**config.mk**
```make
export PLATFORM = sky130hd
export DESIGN_NAME = fp_exp_align
export DESIGN_NICKNAME = d
export VERILOG_FILES = /design/src/rtl/fp_align_pkg.sv /design/src/rtl/Complement2s.sv /design/src/rtl/fp_sticky_shr.sv /design/src/rtl/fp_exp_align.sv
export SDC_FILE = /design/constraint.sdc
export NUM_CORES = 1
export LEC_CHECK = 0
export ABC_AREA = 1
export BUFFER_PORTS_ARGS = -buffer_cell sky130_fd_sc_hd__buf_2
export CAP_MARGIN = 20
export CORE_UTILIZATION = 51
export DETAILED_ROUTE_END_ITERATION = 6
export GPL_ROUTABILITY_DRIVEN = 0
export PLACE_DENSITY = 0.74
export SYNTH_ARGS = -nofsm -noshare
export SYNTH_HDL_FRONTEND = slang
export SYNTH_SLANG_ARGS = --single-unit
```
**constraint.sdc**
```tcl
create_clock -name clk -period 3.33 [get_ports clk]
set_input_delay 0.333 -clock clk [delete_from_list [all_inputs] [get_ports clk]]
set_output_delay 0.333 -clock clk [all_outputs]
set_load 0.02 [all_outputs]
```
**src/rtl/fp_align_pkg.sv**
```systemverilog
// Shared constants, state encodings and operand layout for the FP adder alignment stage.
package fp_align_pkg;

    localparam int EXP_W  = 8;
    localparam int FRAC_W = 23;
    localparam int SIG_W  = 24;
    localparam int GRS_W  = 3;
    localparam int MANT_W = SIG_W + GRS_W;
    localparam int CNT_W  = 5;

    localparam logic [1:0] IDLE  = 2'd0;
    localparam logic [1:0] CMP   = 2'd1;
    localparam logic [1:0] SHIFT = 2'd2;
    localparam logic [1:0] DONE  = 2'd3;

    typedef struct packed {
        logic              sign;
        logic [EXP_W-1:0]  exp;
        logic [FRAC_W-1:0] frac;
    } fp32_t;

    // Denormals share the minimum normal exponent for alignment purposes.
    function automatic logic [EXP_W-1:0] eff_exp(input logic [EXP_W-1:0] e);
        return (e == '0) ? EXP_W'(1) : e;
    endfunction

endpackage

```
**src/rtl/Complement2s.sv**
```systemverilog
// 8-bit two's-complement negation.
module Complement2s (
    input  logic [7:0] din,
    output logic [7:0] dout
);

    assign dout = ~din + 8'd1;

endmodule

```
**src/rtl/fp_sticky_shr.sv**
```systemverilog
// Combinational right shift by 0..2^SH_W-1; every bit dropped off the bottom,
// plus the old bit 0, is ORed into the new bit 0.
module fp_sticky_shr #(
    parameter int W    = 27,
    parameter int SH_W = 5
) (
    input  logic [W-1:0]    din,
    input  logic [SH_W-1:0] sh,
    output logic [W-1:0]    dout
);

    logic [W-1:0] mask;
    logic         lost;

    always_comb begin
        mask = '0;
        for (int i = 0; i < W; i++) begin
            mask[i] = (i < int'(sh));
        end
    end

    assign lost = |(din & mask);
    assign dout = (din >> sh) | {{(W-1){1'b0}}, lost};

endmodule

```
**src/rtl/fp_exp_align.sv**
```systemverilog
// FP adder alignment stage: orders operands by magnitude, computes the exponent
// difference and iteratively right-shifts the smaller significand with sticky.
module fp_exp_align
    import fp_align_pkg::*;
#(
    parameter int SHIFT_STEP = 4,
    parameter int MAX_SHIFT  = 27
) (
    input  logic        clk,
    input  logic        rst_n,
    input  logic        in_valid,
    output logic        in_ready,
    input  logic [31:0] a,
    input  logic [31:0] b,
    output logic        out_valid,
    input  logic        out_ready,
    output logic        big_sign,
    output logic        eff_sub,
    output logic [7:0]  big_exp,
    output logic [23:0] big_mant,
    output logic [26:0] small_mant,
    output logic [7:0]  exp_diff,
    output logic        special
);

    localparam logic [CNT_W-1:0] STEP_C = CNT_W'(SHIFT_STEP);
    localparam logic [CNT_W-1:0] MAX_C  = CNT_W'(MAX_SHIFT);
    localparam logic [EXP_W-1:0] MAX8   = EXP_W'(MAX_SHIFT);

    logic [1:0]       state;
    fp32_t            opa, opb;
    logic [CNT_W-1:0] cnt;

    // Compare-stage datapath, evaluated from the captured operands
    fp32_t             big, sml;
    logic              a_ge;
    logic [EXP_W-1:0]  e_big, e_sml, e_sml_neg, diff;
    logic [CNT_W-1:0]  cnt_init;
    logic [MANT_W-1:0] sml_mant;

    assign a_ge  = {opa.exp, opa.frac} >= {opb.exp, opb.frac};
    assign big   = a_ge ? opa : opb;
    assign sml   = a_ge ? opb : opa;
    assign e_big = eff_exp(big.exp);
    assign e_sml = eff_exp(sml.exp);

    Complement2s u_neg (
        .din  (e_sml),
        .dout (e_sml_neg)
    );

    // Ordering guarantees e_big >= e_sml, so the 8-bit sum never wraps.
    assign diff     = e_big + e_sml_neg;
    assign cnt_init = (diff > MAX8) ? MAX_C : diff[CNT_W-1:0];
    assign sml_mant = {(sml.exp != '0), sml.frac, {GRS_W{1'b0}}};

    // Shift-stage datapath
    logic [CNT_W-1:0]  step;
    logic [MANT_W-1:0] shifted;

    assign step = (cnt > STEP_C) ? STEP_C : cnt;

    fp_sticky_shr #(
        .W    (MANT_W),
        .SH_W (CNT_W)
    ) u_shr (
        .din  (small_mant),
        .sh   (step),
        .dout (shifted)
    );

    assign in_ready  = (state == IDLE) && rst_n;
    assign out_valid = (state == DONE);

    always_ff @(posedge clk or negedge rst_n) begin
        if (!rst_n) begin
            state      <= IDLE;
            opa        <= '0;
            opb        <= '0;
            cnt        <= '0;
            big_sign   <= 1'b0;
            eff_sub    <= 1'b0;
            big_exp    <= '0;
            big_mant   <= '0;
            small_mant <= '0;
            exp_diff   <= '0;
            special    <= 1'b0;
        end else begin
            case (state)
                IDLE: begin
                    if (in_valid) begin
                        opa   <= a;
                        opb   <= b;
                        state <= CMP;
                    end
                end
                CMP: begin
                    big_sign   <= big.sign;
                    eff_sub    <= opa.sign ^ opb.sign;
                    big_exp    <= e_big;
                    big_mant   <= {(big.exp != '0), big.frac};
                    small_mant <= sml_mant;
                    exp_diff   <= diff;
                    special    <= (opa.exp == '1) || (opb.exp == '1);
                    cnt        <= cnt_init;
                    state      <= (cnt_init != '0) ? SHIFT : DONE;
                end
                SHIFT: begin
                    small_mant <= shifted;
                    cnt        <= cnt - step;
                    if (cnt == step) state <= DONE;
                end
                default: begin
                    if (out_ready) state <= IDLE;
                end
            endcase
        end
    end

endmodule

```
# After elaboration in Yosys (flattened, before gate mapping)
# Index checks and enable logic that the tools add are counted.
dict set report word_totals {
  inputBits 68
  regBits 141
  output_inout_bits 72
  wordCells 87
}
dict set report classes {
  order_cmp 30
  reduce_logical 13
  n_bitwise 4
  n_eq_ne 8
  shifts 1
  n_mux 13
  n_addsub 3
}
# cell count
set op_table {}
lappend op_table {{$lt 5x5->1 const A} 11}
lappend op_table {{$pmux 27 s2} 1}
lappend op_table {{$lt 4x5->1 const A} 8}
lappend op_table {{$mux 32} 1}
lappend op_table {{$ge 31x31->1} 1}
lappend op_table {{$mux 31} 1}
lappend op_table {{$and 27x27->27} 1}
lappend op_table {{$or 27x1->27} 1}
lappend op_table {{$reduce_or 27->1} 1}
lappend op_table {{$shr 27x5->27} 1}
lappend op_table {{$lt 3x5->1 const A} 4}
lappend op_table {{$eq 8x8->1 const B} 2}
lappend op_table {{$logic_not 8->1} 2}
lappend op_table {{$mux 8} 2}
lappend op_table {{$reduce_bool 8->1} 2}
lappend op_table {{$lt 1x5->1 const A} 2}
lappend op_table {{$lt 2x5->1 const A} 2}
lappend op_table {{$mux 5} 2}
lappend op_table {{$pmux 5 s2} 1}
lappend op_table {{$add 8x1->8 const B} 1}
lappend op_table {{$add 8x8->8} 1}
lappend op_table {{$gt 8x5->1 const B} 1}
lappend op_table {{$not 8->8} 1}
lappend op_table {{$mux 2} 3}
lappend op_table {{17 further kinds} 19}

# Depth between registers and ports, before layout
dict set report logic_depth {
  depth_word 12
  depth_mapped 34
  depth_no_buf 33
}

# Modules after synthesis
# A second synthesis with hierarchy kept.
dict set report unflattened {
  cells_unflattened 1359
  hier_area_um2 9396.5
}
# module area_each_um2 cells_per_inst instances seq_area_each_um2
set by_module_without_submodules {}
lappend by_module_without_submodules {fp_exp_align 7616.1 964 1 3528.4}
lappend by_module_without_submodules {fp_sticky_shr 1629.1 367 1 0.0}
lappend by_module_without_submodules {Complement2s 151.4 28 1 0.0}

# Least setup slack after synthesis
# OpenSTA, ideal clock, no wires.
dict set report synth_path {
  path_kind {register to register}
  startpoint {register opb[30] in the netlist's numbering}
  endpoint {register cnt[1]}
  period_less_slack_ps 3676
  path_slack_ps -346
  n_path_buf 1
  t_arrival_ps 3547
  setup_time_ps 129
  t_required_ps 3201
  path_stages_with_launch 30
  path_cell_list {dfrtp_1 inv_1 ha_1 nand2_2 nor2_2 nand3_1 a21oi_1 nor2_2 nand2_2 buf_6 nand2_1 nand2_1 nand2_1 nor2_1 nand2_1 nand2_1 inv_1 ha_1 fa_1 o21ai_1 nand2_1 nand2_1 a21o_1 nand2_1 nand2_1 nand2_1 nor2_1 nand2_1 o21ai_0 nand3_1}
}
dict set report synth_via {
  elab_chain_len 10
  word_cells_on_any_way 13
}
# element line_no
set synth_lines {}
lappend synth_lines {{start: declaration} fp_exp_align.sv:31} ;# fp32_t opa, opb;
lappend synth_lines {{start signal: assignment} fp_exp_align.sv:79} ;# opb <= '0;
lappend synth_lines {{start signal: assignment} fp_exp_align.sv:93} ;# opb <= b;
lappend synth_lines {{$ge 31x31->1} fp_exp_align.sv:41} ;# assign a_ge = {opa.exp, opa.frac} >= {opb.exp, opb.frac};
lappend synth_lines {{$mux 31} fp_exp_align.sv:43} ;# assign sml = a_ge ? opb : opa;
lappend synth_lines {{$logic_not 8->1} fp_align_pkg.sv:24} ;# return (e == '0) ? EXP_W'(1) : e;
lappend synth_lines {{$mux 8} fp_align_pkg.sv:24}
lappend synth_lines {{$not 8->8} Complement2s.sv:7} ;# assign dout = ~din + 8'd1;
lappend synth_lines {{$add 8x1->8} Complement2s.sv:7}
lappend synth_lines {{$add 8x8->8 (*)} fp_exp_align.sv:53} ;# assign diff = e_big + e_sml_neg;
lappend synth_lines {{$gt 8x5->1} fp_exp_align.sv:54} ;# assign cnt_init = (diff > MAX8) ? MAX_C : diff[CNT_W-1:0];
lappend synth_lines {{$mux 5 (*)} fp_exp_align.sv:54}
lappend synth_lines {{$pmux 5 s2 (*)} fp_exp_align.sv:89} ;# case (state)
lappend synth_lines {{end signal: assignment} fp_exp_align.sv:105} ;# cnt <= cnt_init;
lappend synth_lines {{end signal: assignment} fp_exp_align.sv:110} ;# cnt <= cnt - step;
lappend synth_lines {{end: declaration} fp_exp_align.sv:32} ;# logic [CNT_W-1:0] cnt;
# Every way passes the cells marked *; elsewhere a longest branch is shown, timed or not.
# A chain may end at the register's enable or synchronous reset.

# Worst setup path in the final report
dict set report layout_path {
  startpoint {register opa[9] in the netlist's numbering}
  endpoint {register cnt[1]}
}
dict set report layout_via {
  elab_chain_len 10
  word_cells_on_any_way 13
}
# element line_no
set layout_lines {}
lappend layout_lines {{start: declaration} fp_exp_align.sv:31}
lappend layout_lines {{start signal: assignment} fp_exp_align.sv:78} ;# opa <= '0;
lappend layout_lines {{start signal: assignment} fp_exp_align.sv:92} ;# opa <= a;
lappend layout_lines {{$ge 31x31->1 (*)} fp_exp_align.sv:41}
lappend layout_lines {{$mux 31} fp_exp_align.sv:43}
lappend layout_lines {{$logic_not 8->1} fp_align_pkg.sv:24}
lappend layout_lines {{$mux 8} fp_align_pkg.sv:24}
lappend layout_lines {{$not 8->8} Complement2s.sv:7}
lappend layout_lines {{$add 8x1->8} Complement2s.sv:7}
lappend layout_lines {{$add 8x8->8 (*)} fp_exp_align.sv:53}
lappend layout_lines {{$gt 8x5->1} fp_exp_align.sv:54}
lappend layout_lines {{$mux 5 (*)} fp_exp_align.sv:54}
lappend layout_lines {{$pmux 5 s2 (*)} fp_exp_align.sv:89}
# Marked as above.

==> impl_metrics.py <==
metrics = {
    "timing": {
        "relSlewSlack": 0.4547,
        "tightestPinTransition_ns": 0.8180,
        "setup_ws_ns": -0.8890,
        "rsz0062_at_grt": "yes",
        "finClkSkew_ns": 0.01266,
        "finalSetupViolations": 14,
        "finalCritPeriodShare": 1.267,
        "fmax_mhz": 237.0,
        "period_needed_ns": 4.219,
        "hold_viol": 0,
        "final_max_slew_viol_count": 0,
    },
    "critical_path": {
        "critPathArrivalTime_ns": 4.53,
        "end_kind": "flip-flop",
        "required_ns": 3.64,
        "reg2reg_depth": 29,
        "reg2reg_to": "cnt[1]$_DFFE_PN0N_",
        "path_common_cell": "nand2_2",
        "r2r_setup_slack_ns": -0.89,
        "crit_slowest_cell": "dfrtp_1",
        "r2r-start": "opa[9]$_DFFE_PN0P_",
        "cp_max_fo": 5,
        "path_class": "flip-flop to flip-flop",
        "start_kind": "flip-flop",
        "critical_path.max_stage_delay_ns": 0.39,
    },
    "clock_tree": {
        "ctsLongestPathBuffers": 2,
        "clk_pin_slew_worst_paths_ns": 0.06,
        "cts_max_level": 4,
        "cts.sinks": 141,
        "cts_tree": "yes",
        "clk_latency_ns": 0.43,
        "cts_buffers": 17,
        "cts_root_buffer": "clkbuf_16",
    },
    "floorplan": {
        "dieArea_sq_um": 16500,
        "die_h_microns": 128.4,
        "rows": 45,
        "core_region_area_sq_um": 15430,
        "die_w_microns": 128.4,
        "initial_core_util": 0.5285,
        "io_pins": 140,
    },
    "grt": {
        "grt_pass1_vias": 8074,
        "grt_max_degree": 67,
        "grtUsageTotal": 0.3221,
        "antenna_found_initial": 0,
        "grt_pass1_wl_mm": 40.86,
        "grt-ovfl-total": 0,
    },
    "logic_synthesis": {
        "synth_async_sr_flop_share": 1.000,
        "synth_compound_area_frac": 0.1857,
        "synth_top_family_by_area": "simple AND/OR/NAND/NOR gates",
        "avgSynthCellArea_sq_um": 7.765,
        "ys_seq_elements": 141,
        "synthXorXnorAreaFrac": 0.007520,
        "synth_area_sq_um": 8153,
        "synth_cell_types": 41,
        "synth-simple-area-share": 0.1891,
        "synthAdderAreaFrac": 0.06998,
        "synth_cells": 1050,
        "synth_edf_count": 0,
        "ys.flop_type": "dfrtp_1",
        "syn_nets": 1163,
        "yosysSeqAreaShare": 0.4328,
        "synth_mux_area_frac": 0.03131,
        "synth_warnings": 0,
    },
    "detailed_routing": {
        "route.layer.met1.wl_mm": 11.62,
        "wl_met2_mm": 13.35,
        "post_drt_wl_per_cell_microns": 18.94,
        "via_count": 9043,
        "ant_nets": 0,
        "dr.pass1.iters": 7,
        "routed_via_density": 5.838,
        "drt-initial-drc-count": 1177,
        "wl_mm": 29.34,
        "maxUsedRoutingLayer": "met4",
        "met3_length_mm": 2.739,
        "drc_errors": 8,
    },
    "cells_and_area": {
        "fin_util": 0.7539,
        "syn_to_final_growth_pct": 42.66,
        "multi_input_area_sq_um": 4702,
        "drive_gt1_frac": 0.3797,
        "nets": 1439,
        "diodes": 0,
        "fillCellCount": 1004,
        "seqCellArea_sq_um": 3528,
    },
    "hold_path": {
        "hold_path_depth": 2,
        "hold_path_end": "opa[7]$_DFFE_PN0P_",
        "worstHoldStart": "a[7]",
        "min_path_type": "input pin to flip-flop",
    },
    "flow_run": {
        "cap_violations": 0,
    },
    "status": {
        "run_status": "complete, but fails checks",
        "violations": "DRC, setup timing",
    },
    "place": {
        "portBuffers": 139,
        "place_hpwl_mm": 17.30,
    },
}
flip-flops by register name (all words and copies together), names as in the netlist:
name	count
exp_diff	8
small_mant	27
big_mant	24
big_sign	1
eff_sub	1
opa	32
state	2
cnt	5
special	1
big_exp	8
opb	32
synthesized netlist by cell type (3+ instances only):
master,n,area (sq um)
a21oi_1,91,455.4
a221oi_1,4,35.03
a31oi_1,20,125.1
buf_2,17,85.08
buf_4,3,22.52
buf_6,3,33.78
clkbuf_1,30,112.6
dfrtp_1,141,3528
ha_1,44,550.5
inv_1,108,405.4
mux2_2,20,225.2
mux2i_1,3,30.03
nand2_1,225,844.6
nand2_2,3,18.77
nand3_1,27,135.1
nand4_1,6,37.54
nor2_1,120,450.4
nor2_2,5,31.28
o2111ai_1,4,35.03
o211ai_1,9,67.56
o21ai_0,108,540.5
o21ai_1,16,80.08
o22ai_1,14,87.58
xnor2_1,5,43.79
routing by layer:
layer  track usage  up-vias
li1              -     4027
met1        0.4444     4272
met2        0.4976      596
met3       0.05904      148
met4        0.1412        0
met5             0        -
worst max-delay path: cells and delay by family, from the launching register on:
| kind | cells | cell delay [ns] |
|---|---|---|
| and+or+nand+nor | 18 | 1.89 |
| AOI/OAI and AO/OA | 5 | 0.68 |
| adders and majority gates | 3 | 0.84 |
| DFF | 1 | 0.39 |
| buffers and inverters | 3 | 0.29 |
cell families (layout without fill, tap and decap cells):
family,Yosys count,in the layout
flip-flops,141,141
AND/OR/NAND/NOR,390,390
XOR/XNOR,7,7
AO/OA/AOI/OAI,277,277
buffers and inverters,166,454
other,1,1
multiplexers,23,23
adder cells (fa/ha/maj),45,45
through the flow:
stage	hold WS [ns]	TNS, ns	cell area [sq um]	setup WS, ns	instances
3_3_place_gp	0.3681	-3.082	10030	-0.4695	1476
3_5_place_dp	0.3690	-4.394	10030	-0.5914	1476
6_report	0.1326	-8.693	11630	-0.8890	1549
2_1_floorplan	0.03741	-0.5063	8313	-0.1236	1050
4_1_cts	0.1285	-3.559	11050	-0.4593	1533
5_1_grt	0.1272	-10.76	11630	-1.060	1549
worst max-delay path by stage:
| stage | from | to | slack [ns] | depth (start not counted) |
|---|---|---|---|---|
| finish | opa[9]$_DFFE_PN0P_ | cnt[1]$_DFFE_PN0N_ | -0.89 | 29 |
| global route | opb[9]$_DFFE_PN0P_ | cnt[1]$_DFFE_PN0N_ | -1.06 | 31 |
| CTS | opb[14]$_DFFE_PN0P_ | cnt[4]$_DFFE_PN0N_ | -0.46 | 29 |
| detailed placement | opb[14]$_DFFE_PN0P_ | cnt[4]$_DFFE_PN0N_ | -0.59 | 31 |
| global placement | opb[14]$_DFFE_PN0P_ | cnt[4]$_DFFE_PN0N_ | -0.47 | 31 |
| floorplan | opb[28]$_DFFE_PN0P_ | cnt[4]$_DFFE_PN0N_ | -0.12 | 31 |
layout make-up:
class	count	share of cell area
Timing Repair Buffer	312	0.1845
Inverter	111	0.03582
Multi-Input combinational cell	743	0.4043
Clock buffer	20	0.03926
Sequential cell	141	0.3034
Tap cell	211	0.02270
Clock inverter	11	0.01011
layout by cell type (no fill, tap or decap), types with 15 or more instances in the layout:
cell and count:
clkbuf_16 17, o21ai_0 97, nand2_1 180, mux2_2 20, nand3_1 20, nor2_1 111, o21ai_1 15, ha_1 20
buf_2 138, inv_2 23, dfrtp_1 141, a31oi_1 20, nand2_2 40, inv_1 87, buf_4 154, ha_4 24
a21oi_1 80
repair_timing:
item,CTS,global route
cloned,3,0
resized for setup,49,101
hold buffers,1,0
setup buffers,30,19
endpoints found under the hold margin,62,0
endpoints found under the setup margin,12,14
pin swaps,7,57
Power is left out: the tool's default activity adds up to more than one toggle a clock period on the data nets, which glitch-free logic cannot reach.
